==> src/rtl/div_pkg.sv <==
// Shared definitions for the iterative divider: FSM state encoding and iteration count.
package div_pkg;

  localparam int unsigned DIV_ITERATIONS = 32;

  typedef enum logic [1:0] {
    IDLE,
    CALC,
    FIX,
    DONE
  } div_state_e;

endpackage

==> src/rtl/cla_adder_32.sv <==
// Carry-propagate adder with subtract mode; cout is the inverted borrow when sub=1.
module cla_adder_32 #(
  parameter int unsigned WIDTH = 32
) (
  input  logic [WIDTH-1:0] a,
  input  logic [WIDTH-1:0] b,
  input  logic             sub,
  output logic [WIDTH-1:0] sum,
  output logic             cout
);

  logic [WIDTH-1:0] b_eff;
  logic [WIDTH-1:0] gen;
  logic [WIDTH-1:0] prop;

  assign b_eff = b ^ {WIDTH{sub}};
  assign gen   = a & b_eff;
  assign prop  = a ^ b_eff;

  always_comb begin : carry_chain
    logic c;
    c   = sub;
    sum = '0;
    for (int unsigned i = 0; i < WIDTH; i++) begin
      sum[i] = prop[i] ^ c;
      c      = gen[i] | (prop[i] & c);
    end
    cout = c;
  end

endmodule

==> src/rtl/div_step.sv <==
// One radix-2 restoring division iteration, purely combinational.
module div_step #(
  parameter int unsigned WIDTH = 32
) (
  input  logic [WIDTH-1:0] rem,
  input  logic [WIDTH-1:0] quo,
  input  logic [WIDTH-1:0] divisor,
  output logic [WIDTH-1:0] rem_next,
  output logic [WIDTH-1:0] quo_next
);

  // Shifted partial remainder needs one extra bit: it can reach 2*divisor-1.
  logic [WIDTH:0] shifted;
  logic [WIDTH:0] diff;
  logic           no_borrow;
  logic           diff_msb_unused;

  assign shifted = {rem, quo[WIDTH-1]};

  cla_adder_32 #(.WIDTH(WIDTH + 1)) u_sub (
    .a    (shifted),
    .b    ({1'b0, divisor}),
    .sub  (1'b1),
    .sum  (diff),
    .cout (no_borrow)
  );

  assign diff_msb_unused = diff[WIDTH];

  always_comb begin
    rem_next = shifted[WIDTH-1:0];
    quo_next = {quo[WIDTH-2:0], 1'b0};
    if (no_borrow) begin
      rem_next    = diff[WIDTH-1:0];
      quo_next[0] = 1'b1;
    end
  end

endmodule

==> src/rtl/div32_iterative.sv <==
// Iterative restoring divider (DIV/DIVU/REM/REMU), one quotient bit per falling clock edge.
module div32_iterative
  import div_pkg::*;
#(
  parameter int unsigned OPERAND_SIZE = DIV_ITERATIONS
) (
  input  logic                    clk_i,
  input  logic                    rst_ni,
  input  logic                    start_i,
  input  logic                    signed_div_i,
  input  logic [OPERAND_SIZE-1:0] dividend_i,
  input  logic [OPERAND_SIZE-1:0] divisor_i,
  output logic                    busy_o,
  output logic                    valid_o,
  output logic [OPERAND_SIZE-1:0] quotient_o,
  output logic [OPERAND_SIZE-1:0] remainder_o
);

  localparam int unsigned CNT_W = $clog2(OPERAND_SIZE);
  localparam logic [CNT_W-1:0] CNT_LOAD = CNT_W'(OPERAND_SIZE - 1);
  localparam logic [OPERAND_SIZE-1:0] MIN_NEG = {1'b1, {(OPERAND_SIZE-1){1'b0}}};

  div_state_e              state;
  logic [OPERAND_SIZE-1:0] rem;
  logic [OPERAND_SIZE-1:0] quo;
  logic [OPERAND_SIZE-1:0] dvsr;
  logic [CNT_W-1:0]        cnt;
  logic                    quo_neg;
  logic                    rem_neg;

  logic [OPERAND_SIZE-1:0] rem_next;
  logic [OPERAND_SIZE-1:0] quo_next;
  logic [OPERAND_SIZE-1:0] dividend_abs;
  logic [OPERAND_SIZE-1:0] divisor_abs;
  logic                    div_zero;
  logic                    overflow;

  always_comb begin
    dividend_abs = (signed_div_i && dividend_i[OPERAND_SIZE-1]) ? -dividend_i : dividend_i;
    divisor_abs  = (signed_div_i && divisor_i[OPERAND_SIZE-1])  ? -divisor_i  : divisor_i;
    div_zero     = (divisor_i == '0);
    overflow     = signed_div_i && (dividend_i == MIN_NEG) && (divisor_i == '1);
  end

  div_step #(.WIDTH(OPERAND_SIZE)) u_step (
    .rem      (rem),
    .quo      (quo),
    .divisor  (dvsr),
    .rem_next (rem_next),
    .quo_next (quo_next)
  );

  // Sign fix-up is folded into the FIX->DONE load so the outputs only ever show final results.
  always_ff @(negedge clk_i or negedge rst_ni) begin
    if (!rst_ni) begin
      state       <= IDLE;
      busy_o      <= 1'b0;
      valid_o     <= 1'b0;
      quotient_o  <= '0;
      remainder_o <= '0;
      rem         <= '0;
      quo         <= '0;
      dvsr        <= '0;
      cnt         <= '0;
      quo_neg     <= 1'b0;
      rem_neg     <= 1'b0;
    end else begin
      unique case (state)
        IDLE: begin
          if (start_i) begin
            busy_o <= 1'b1;
            if (div_zero) begin
              quotient_o  <= '1;
              remainder_o <= dividend_i;
              valid_o     <= 1'b1;
              state       <= DONE;
            end else if (overflow) begin
              quotient_o  <= MIN_NEG;
              remainder_o <= '0;
              valid_o     <= 1'b1;
              state       <= DONE;
            end else begin
              rem     <= '0;
              quo     <= dividend_abs;
              dvsr    <= divisor_abs;
              quo_neg <= signed_div_i & (dividend_i[OPERAND_SIZE-1] ^ divisor_i[OPERAND_SIZE-1]);
              rem_neg <= signed_div_i & dividend_i[OPERAND_SIZE-1];
              cnt     <= CNT_LOAD;
              state   <= CALC;
            end
          end
        end
        CALC: begin
          rem <= rem_next;
          quo <= quo_next;
          cnt <= cnt - 1'b1;
          if (cnt == '0) state <= FIX;
        end
        FIX: begin
          quotient_o  <= quo_neg ? -quo : quo;
          remainder_o <= rem_neg ? -rem : rem;
          valid_o     <= 1'b1;
          state       <= DONE;
        end
        DONE: begin
          valid_o <= 1'b0;
          busy_o  <= 1'b0;
          state   <= IDLE;
        end
        default: state <= IDLE;
      endcase
    end
  end

endmodule
==> config.mk <==
export PLATFORM = sky130hd
export DESIGN_NAME = div32_iterative
export DESIGN_NICKNAME = d
export VERILOG_FILES = /design/src/rtl/div_pkg.sv /design/src/rtl/cla_adder_32.sv /design/src/rtl/div_step.sv /design/src/rtl/div32_iterative.sv
export SDC_FILE = /design/constraint.sdc
export NUM_CORES = 1
export LEC_CHECK = 0
export ABC_AREA = 1
export BUFFER_PORTS_ARGS = -buffer_cell sky130_fd_sc_hd__buf_2
export CAP_MARGIN = 20
export CORE_ASPECT_RATIO = 0.9
export CORE_MARGIN = 5
export CORE_UTILIZATION = 60
export CTS_CLUSTER_DIAMETER = 30
export DETAILED_ROUTE_END_ITERATION = 12
export GPL_ROUTABILITY_DRIVEN = 0
export PLACE_DENSITY = 0.81
export SYNTH_ARGS = -nofsm -noshare
export SYNTH_HDL_FRONTEND = slang
export SYNTH_SLANG_ARGS = --single-unit
==> constraint.sdc <==
create_clock -name clk_i -period 17.4 [get_ports clk_i]
set_clock_uncertainty 0.15 [all_clocks]
set_input_delay 1.74 -clock clk_i [delete_from_list [all_inputs] [get_ports clk_i]]
set_output_delay 1.74 -clock clk_i [all_outputs]
set_load 0.005 [all_outputs]
### Word-level counts from Yosys, hierarchy flattened

Cells that the tools add are included.

| storage, ports and cells | value |
|---|---|
| register bits | 171 |
| input port bits | 68 |
| output and inout port bits | 66 |
| word-level logic and storage cells | 185 |

| cells by class | value |
|---|---|
| add/sub/neg operators | 5 |
| equal/unequal tests | 10 |
| muxes and demuxes | 37 |
| bitwise logic cells | 105 |
| reduce and logical (&&, ||, !) cells | 17 |

Operators with widths:

| operator | number |
|---|---|
| $mux W32 | 17 |
| $pmux W32 S2 | 4 |
| $neg A32 Y32 | 4 |
| $eq A32 B32 Y1 const B | 2 |
| $and A1 B1 Y1 | 34 |
| $and A33 B33 Y33 | 1 |
| $not A32 Y33 | 1 |
| $or A1 B1 Y1 | 33 |
| $xor A33 B33 Y33 | 1 |
| $logic_not A32 Y1 | 1 |
| $xor A1 B1 Y1 | 32 |
| $mux W5 | 3 |
| $pmux W5 S2 | 1 |
| $mux W2 | 4 |
| $ne A2 B2 Y1 const B | 4 |
| $pmux W2 S4 | 1 |
| $reduce_and A4 Y1 | 2 |
| $reduce_and A3 Y1 | 2 |
| $reduce_bool A2 Y1 | 3 |
| $logic_not A5 Y1 | 1 |
| $mux W1 | 5 |
| $sub A5 B1 Y5 const B | 1 |
| $eq A2 B2 Y1 const B | 2 |
| $logic_and A1 B1 Y1 | 4 |
| other kinds (8) | 11 |

### Depth between registers and ports, before layout

Gate-level depths: netlist (run 1).

| logic depth | value |
|---|---|
| depth after elaboration | 69 |
| mapped depth | 44 |
| depth with buffers taken out | 43 |

### Modules after synthesis

Synthesis (run 1) repeated with hierarchy kept, for this count alone.

| second synthesis, totals | value |
|---|---|
| cell total of the unflattened synthesis | 2,200 |
| area, all modules | 13,817.0 µm² |

Modules (own cells, without submodules):

| module | times used | cells an instance | area an instance (µm²) | sequential area each (µm²) |
|---|---|---|---|---|
| div32_iterative | 1 | 1,824 | 11,554.8 | 4,279.1 |
| cla_adder_32 | 1 | 238 | 1,522.7 | 0.0 |
| div_step | 1 | 138 | 739.5 | 0.0 |

==> results, run 1 <==
- Entering global routing, the biggest net connects 119 pins.
- For this run, the slowest stage of the critical path takes 0.47 ns.
- The die covers 24000 um2.
- The vertical die dimension is roughly 150 um.
- By area the synthesized netlist is led by dfrtn_1, nand2_1, nand3_1, o21ai_0, nor2_1.
- Detailed placement finished with a half-perimeter wire length of 28200 um.
- The worst hold path was traced through 2 stages.
- The total number of placement rows is 50.
- Timing would allow up to 0.0695 GHz.
- Pin placement for this block handled 134 I/O pins.
- The placed instance area is roughly 13000 um2.
- The first global-routing pass estimated 63500 um of wire.
- After detailed routing, the number of remaining DRC violations is 0.
- The hold slack is 0.270 ns.
- The number of synthesis warnings is 0.
- The number of hold buffers added after CTS was 0.
- The count of final setup violators is 0.
- The class of the most critical hold timing path is register to register.
- The non-filler instance count after layout is 2302.
- The detail route stage leaves a number of antenna-violating nets equal to 0.
- The arrival time reported for the critical path endpoint is between 20 and 25 ns.
- Setup repair after global routing left no endpoint under its margin.
- The area added between synthesis and finish is 11.2%.
- The CTS buffer count is 17.
- At the later pin of the worst-skew pair, clock insertion delay measures 0.41 ns.
- In this design, the critical path's most frequently occurring cell is fa_1.
- The total grt overflow is 0.
- The finished layout cell area is 14000 um2.
- In this run the critical register-to-register path is launched from quo[31].
- The cell at the slowest stage of the critical path is buf_4.
- The kind of cell adding the most delay to the critical path is adder cells.
- Global routing consumed, over all layers together, 32.6% of the routing resources.
- The detailed router finished its first iteration with 1484 violations.
- The static leakage is 7.35 nW.
- The initial antenna violation count is 2.
- The cell total after placement is approximately 2300.
- The critical path startpoint category is a register.
- The H-tree was split into 4 levels.
- The most used flip-flop cell after synthesis is dfrtn_1.
- The count of input and output buffers is 133.
- The top cell type by area accounts for 34.0% of the synthesized area.
- The number of gates resized after CTS is 0.
- The run finished with clean final reports.
- The longest clock path from root to sink contains 2 buffers.
- The number of optimization iterations in the first detailed-route pass is 8.
- Summing over every cut layer, the via total after detailed routing is 13400.
- In the final routed layout, each cell accounts on average for 16.9 um.
- Summing internal, switching and leakage power gives 2.04 mW.
- The clock period could shrink to 14.38 ns.
- In this run the critical register-to-register path is captured at rem[22].
- The number of hold violations in the final report is 0.
- The number of pins with negative max-slew slack in the final report is 0.
- In this run the most critical hold path is launched from remainder_o[5].
- The mean number of vias per cell is a little under 6.
- Setup slack on the worst reg-to-reg path comes out at 3.02 ns.
- Counting distinct cell types in the post-synthesis netlist gives 38.
- The critical path contains buffers and inverters numbering 7 combined.
- Across the VDD grid, the largest voltage drop is 0.138 mV.
- The cell area after technology mapping is 12600 um2.
- At the pin with the least slew margin, the transition time is 0.974 ns.
- The initial utilization of the core area, before any placement, comes to ~60%.
- The routed design has 38800 um of wire.
- Of the available clock period, the critical path in the final layout requires 82.7%.
- The tree built by TritonCTS fans out to 171 sinks.
- The count of maximum capacitance violations is 0.
- The root cell of the clock tree is clkbuf_16.
- In this run the post-CTS setup repair buffer count came out at 0.
- Fill cells in the final layout number about 1900.
- The normalized max-slew margin is 35.1%.
- For this run, the post-layout net count is 2114.
- The layout cell share with drive strength beyond 1 is between 10% and 20%.
- Sequential cells were found to cover between 30% and 40% of the synthesized design area.
- Counting cells, the worst reg-to-reg path comes to 44.
- The area of the placeable core is 20700 um2.
- The capture endpoint of the worst hold path is remainder_o[5].
- Synthesis inferred 171 register bits.
- After routing, the total negative slack on setup checks comes to 0 ns.
- Power spread over the standard cell area amounts to 146 nW/um2.
- Along the worst path, the maximum fanout reaches 58.
- The biggest area contributor in the post-synthesis netlist is dfrtn_1.
- After clock tree synthesis, the clock-pin slew on the worst setup and hold paths is 0.05 ns.
- Measured along the x axis, the die boundary spans 163 um.
- STA puts the critical path data required time at between 20 and 30 ns.
- STA classifies the critical path endpoint as a register.
- When the netlist entered floorplanning its net count stood at 2028.
- Dividing the synthesized area by the synthesized cell count gives about 6.6 um2.
- The count of flip-flops with a built-in enable after synthesis is 0.
- After synthesis, the share of flip-flops with an asynchronous set or reset is 100%.
- The commonest cells after synthesis are nand2_1, nor2_1, nand3_1, dfrtn_1, inv_1.
- TritonCTS built the clock tree.
- Among all cell types in the netlist, the one instantiated most often is nand2_1.
- The number of global-route vias before repair is 12400.
- The synthesized instance count is 1917.
- The worst setup path is of the register to register kind.
## cell usage in the layout, fill, tap and decap left out, drive strengths merged, types with 3 or more instances in the layout
cell type,count
nand2,676
o21ai,218
nor2,211
nand3,188
inv,178
dfrtn,171
buf,144
a21oi,37
fa,31
nand4,30
a211oi,29
xor2,26
clkbuf,19
ha,12
nor3,7
or2,6
nand3b,6
clkinv,6
xnor2,5
bufinv,4
o211ai,3
## cells by family (layout without fill, tap and decap cells)
logic type      Yosys count  count (layout)  synth area share (%)
simple gates           1124            1124                  37.0
flops                   171             171                  34.0
other cells               0               1                     0
xor+xnor                 31              31                  2.15
buf+inv                 253             351                  8.23
fa+ha+maj                43              43                  6.12
compound gates          295             295                  12.5
## state kept, by name, indices dropped and copies added (netlist names)
name	cells
busy_o	1
cnt	5
dvsr	32
quo	32
quo_neg	1
quotient_o	32
rem	32
rem_neg	1
remainder_o	32
state	2
valid_o	1
## worst min-delay path, delay by kind of cell, from the launching register on
family           cells  cell delay, ns
DFF                  1            0.40
and+or+nand+nor      2            0.10
## power breakdown
group / switching, mW / leakage, nW / internal, mW
clock network: 0.172 / 0.315 / 0.250
logic: 0.676 / 4.79 / 0.301
registers: 0.112 / 2.25 / 0.530
total: 0.960 / 7.35 / 1.08
## per-stage QoR
stage / worst slack [ns] / util (%)
after floorplan: 4.16 / -
after global placement: 3.47 / 64.4
after detailed placement: 3.21 / 64.4
after CTS: 3.05 / 67.4
after global routing: 2.63 / 67.7
final: 3.02 / 67.7
## final cells by class
type,instances,area [um2],share of cell area (%)
clock buffer,19,453,3.23
clock inverter,12,183,1.30
sequential,171,4280,30.5
antenna,1,2.50,0.0179
multi-input combinational,1493,7290,52.0
tap,286,358,2.55
timing repair buffer,144,787,5.62
inverter,176,661,4.72
## layer usage
metal	vias to the layer above	GRT usage (%)	part of all wire [%]
li1	6342	-	-
met1	6144	48.5	43
met2	816	48.2	43
met3	69	8.48	12
met4	2	7.00	1.8
met5	-	0	0.039
## worst max-delay path by stage
stage | start | end | slack, ns | depth (start not counted)
2_1_floorplan | quo[31] | rem[11] | 4.16 | 44
3_3_place_gp | quo[31] | rem[30] | 3.47 | 43
3_5_place_dp | quo[31] | rem[14] | 3.21 | 43
4_1_cts | quo[31] | rem[22] | 3.05 | 44
5_1_grt | quo[31] | rem[22] | 2.63 | 44
6_report | quo[31] | rem[22] | 3.02 | 44
(Power assumes the default switching activity.)
==> inputs of run 2 (changes only) <==
- CORE_UTILIZATION: 60 -> 55
- PLACE_DENSITY: 0.81 -> 0.78
- clock period: 17.4 -> 12.5 ns (I/O delays scaled with it)
==> run 2 against run 1 <==
Against the previous run:
- sequential cell count unchanged
- critical path depth down 1
- non-clock buffer count up 15
- largest power group unchanged
- clock power up 23%
- critical path type unchanged
- clock-buffer cell count unchanged
- via count up 1.6%
- global-route usage down 1.7 points
- maximum frequency up 17%
- first-iteration DRC count up 20%
- routed wire length up 3.5%
- critical endpoint is now rem[9]
- register-to-register slack worse by 2.8 ns
==> results, run 2 (synthesized netlist as in run 1, its figures left out) <==
- Run status: complete, no violations (unchanged).
- The overall via count from detail_route is 13600 (was 13400).
- The worst-case register-to-register setup slack is 0.20 ns (was 3.02 ns).
- The most common library cell in the layout ignoring fill and taps is nand2_1 (unchanged).
- The startpoint of the most critical hold path is quotient_o[17] (was remainder_o[5]).
- The summed negative setup slack over all endpoints is 0 ns (unchanged).
- The normalized max-slew margin is 30.9% (was 35.1%).
- The first-pass GRT wire length is 65200 um (was 63500 um).
- The switching part of the total power is 47.8% (was 47.1%).
- The remaining antenna violation count is 0 (unchanged).
- Setup repair after global routing missed its margin: yes (was no).
- The initial antenna violation count is 1 (was 2).
- The ratio of total power to cell area is 198 nW/um2 (was 146 nW/um2).
- The cell total after placement is 2285 (was 2268).
- The sum of routed wire length over all layers was 40200 um (was 38800 um).
- The count of input and output buffers is 133 (unchanged).
- The number of optimization iterations in the first detailed-route pass came to 8 (unchanged).
- The measured slew at the worst slew-check pin is 1.03 ns (was 0.974 ns).
- The maximum fanout along the worst path is 5 (was 58).
- The count of final setup violators is 0 (unchanged).
- The final HPWL from detailed placement is 29100 um (was 28200 um).
- The static leakage is 7.41 nW (was 7.35 nW).
- The mean number of vias per cell came to 5.84 (was 5.81).
- The clock latency at the later pin of the worst-skew pair is 0.41 ns (about the same).
- The total grt overflow is 0 (unchanged).
- The overall die width is 170 um (was 163 um).
- The core occupancy in the finished layout came to 63.5% (was 67.7%).
- The area occupied by multi-input gates is 7390 um2 (was 7290 um2).
- The root cell of the clock tree is clkbuf_16 (unchanged).
- The data required time of the critical path is 18.85 ns (was 26.37 ns).
- The number of I/O pins was 134 (unchanged).
- The finished layout cell area was 14300 um2 (was 14000 um2).
- The combined flip-flop and latch cell area is 4280 um2 (unchanged).
- The post-route minimum period is 12.30 ns (was 14.38 ns).
- Commonest cells after routing, fill and taps aside: nand2_1, nor2_1, nand3_1 (unchanged).
- The arrival time reported for the critical path endpoint came to 18.66 ns (was 23.36 ns).
- The placed instance area is 13400 um2 (was 13300 um2).
- The area of the placeable core is 22500 um2 (was 20700 um2).
- The depth of the worst register-to-register path is 43 (was 44).
- The category of the critical setup timing path is register to register (unchanged).
- The number of hold violations in the final report was 0 (unchanged).
- The final routed DRC violation total is 0 (unchanged).
- The reg-to-reg endpoint is rem[9] (was rem[22]).
- The count of routing violations after the opening detailed-route iteration came to 1775 (was 1484).
- The CTS tree is yes (unchanged).
- The global-route usage over all layers is 30.8% (was 32.6%).
- The capture endpoint of the worst hold path is quotient_o[17] (was remainder_o[5]).
- The area of the die is 26000 um2 (was 24000 um2).
- The clock-pin slew on the worst setup and hold paths is 0.05 ns (about the same).
- The delay of the slowest critical-path stage came to 0.42 ns (was 0.47 ns).
- The kind of capture point of the worst setup path is a register (unchanged).
- The most prevalent standard cell on the critical path is fa_2 (was fa_1).
- The area added between synthesis and finish is 13.5% (was 11.2%).
- The fraction of power consumed by combinational cells is 50.2% (was 47.9%).
- The antenna cell count is 0 (was 1).
- The number of global-route vias before repair is 12600 (was 12400).
- The total of hold buffers inserted after clock tree synthesis was 0 (unchanged).
- The switching power was 1.35 mW (was 960 uW).
- The total number of placement rows is 52 (was 50).
- The highest attainable clock frequency is 0.0813 GHz (was 0.0695 GHz).
- The layout cell share with drive strength beyond 1 is 13.0% (was 10.4%).
- The number of stages on the worst hold path is 2 (unchanged).
- The count of maximum capacitance violations is 0 (unchanged).
- The depth of the CTS H-tree is 4 (unchanged).
- The maximum buffer depth of the clock tree came to 2 (unchanged).
- The worst voltage drop across the vdd grid was 0.203 mV (was 0.138 mV).
- The maximum number of pins on one net before global-route repair is 119 (unchanged).
- The number of sinks driven by the clock tree came to 171 (unchanged).
- The cell at the slowest stage of the critical path is dfrtn_1 (was buf_4).
- The critical path startpoint category is a register (unchanged).
- The class of the most critical hold timing path is register to register (unchanged).
- The clock network fraction of design power came to 18.4% (was 20.7%).
- The internal power came to 1.48 mW (was 1.08 mW).
- The launching point of the worst reg2reg path is dvsr[0] (was quo[31]).
- The non-filler instance count after layout was 2327 (was 2302).
- The final cycle utilization of the critical path is 98.4% (was 82.7%).
- The CTS buffer count is 17 (unchanged).
- The initial cell density of the core was 56.0% (was 60.9%).
- The vertical die dimension was 154 um (was 147 um).
- The wire length per cell after detailed routing came to 17.3 um (was 16.9 um).
- The relative contribution of sequential cells to total power is 31.4% (was 31.5%).
- The number of nets in the final layout is 2129 (was 2114).
- The number of pins with negative max-slew slack in the final report is 0 (unchanged).
- The number of filler cells placed in the layout is 2083 (was 1870).
==> run 2: power groups by stage <==
stage | logic [mW] | registers, mW | clock network [mW]
final | 1.42 | 0.890 | 0.520
after global routing | 1.61 | 0.909 | 0.549
after CTS | 1.35 | 0.883 | 0.525
after detailed placement | 1.32 | 0.889 | 0
after global placement | 1.29 | 0.883 | 0
after floorplan | 1.01 | 0.846 | 0
==> run 2: cell type report <==
cell class	count	share of cell area, %
Timing Repair Buffer	159	7.24
Clock buffer	19	3.10
Clock inverter	12	0.805
Tap cell	297	2.60
Sequential cell	171	29.9
Inverter	176	4.65
Multi-Input combinational cell	1493	51.7
==> run 2: critical path, delay by kind of cell, from the launching register on <==
kind / cells / cell delay [ns]
AO/OA/AOI/OAI: 2 / 0.13
AND/OR/NAND/NOR: 2 / 0.19
buffers and inverters: 7 / 0.62
flip-flops: 1 / 0.42
adder cells (fa/ha/maj): 32 / 10.63
==> run 2: how the worst max path moves through the flow <==
stage               to  startpoint
2_1_floorplan  rem[11]     quo[31]
3_3_place_gp    rem[5]     quo[31]
3_5_place_dp   rem[13]     quo[31]
4_1_cts        rem[22]     quo[31]
5_1_grt        rem[11]     quo[31]
6_report        rem[9]     dvsr[0]
==> run 2: per-stage QoR <==
step | setup WS [ns] | total power [mW] | hold WS, ns
global route | -0.0446 | 3.06 | 0.288
floorplan | 0.0180 | 1.86 | 0.259
CTS | 0.0399 | 2.76 | 0.274
global placement | -0.286 | 2.17 | 0.268
detailed placement | -0.491 | 2.21 | 0.271
finish | 0.197 | 2.83 | 0.270
==> run 2: layer usage <==
layer / up-vias / share of wire [%] / global-route usage (%)
li1: 6374 / - / -
met1: 6316 / 43 / 46.0
met5: - / 0.032 / 0
met4: 2 / 2.4 / 9.08
met2: 803 / 43 / 44.5
met3: 87 / 12 / 7.55
==> run 2: timing repair <==
item | in CTS | in global routing
cloned | 2 | 2
pin swaps | 0 | 6
setup endpoints to repair | 33 | 33
resized for setup | 17 | 16
buffers inserted | 1 | 3
hold endpoints to repair | 0 | 0
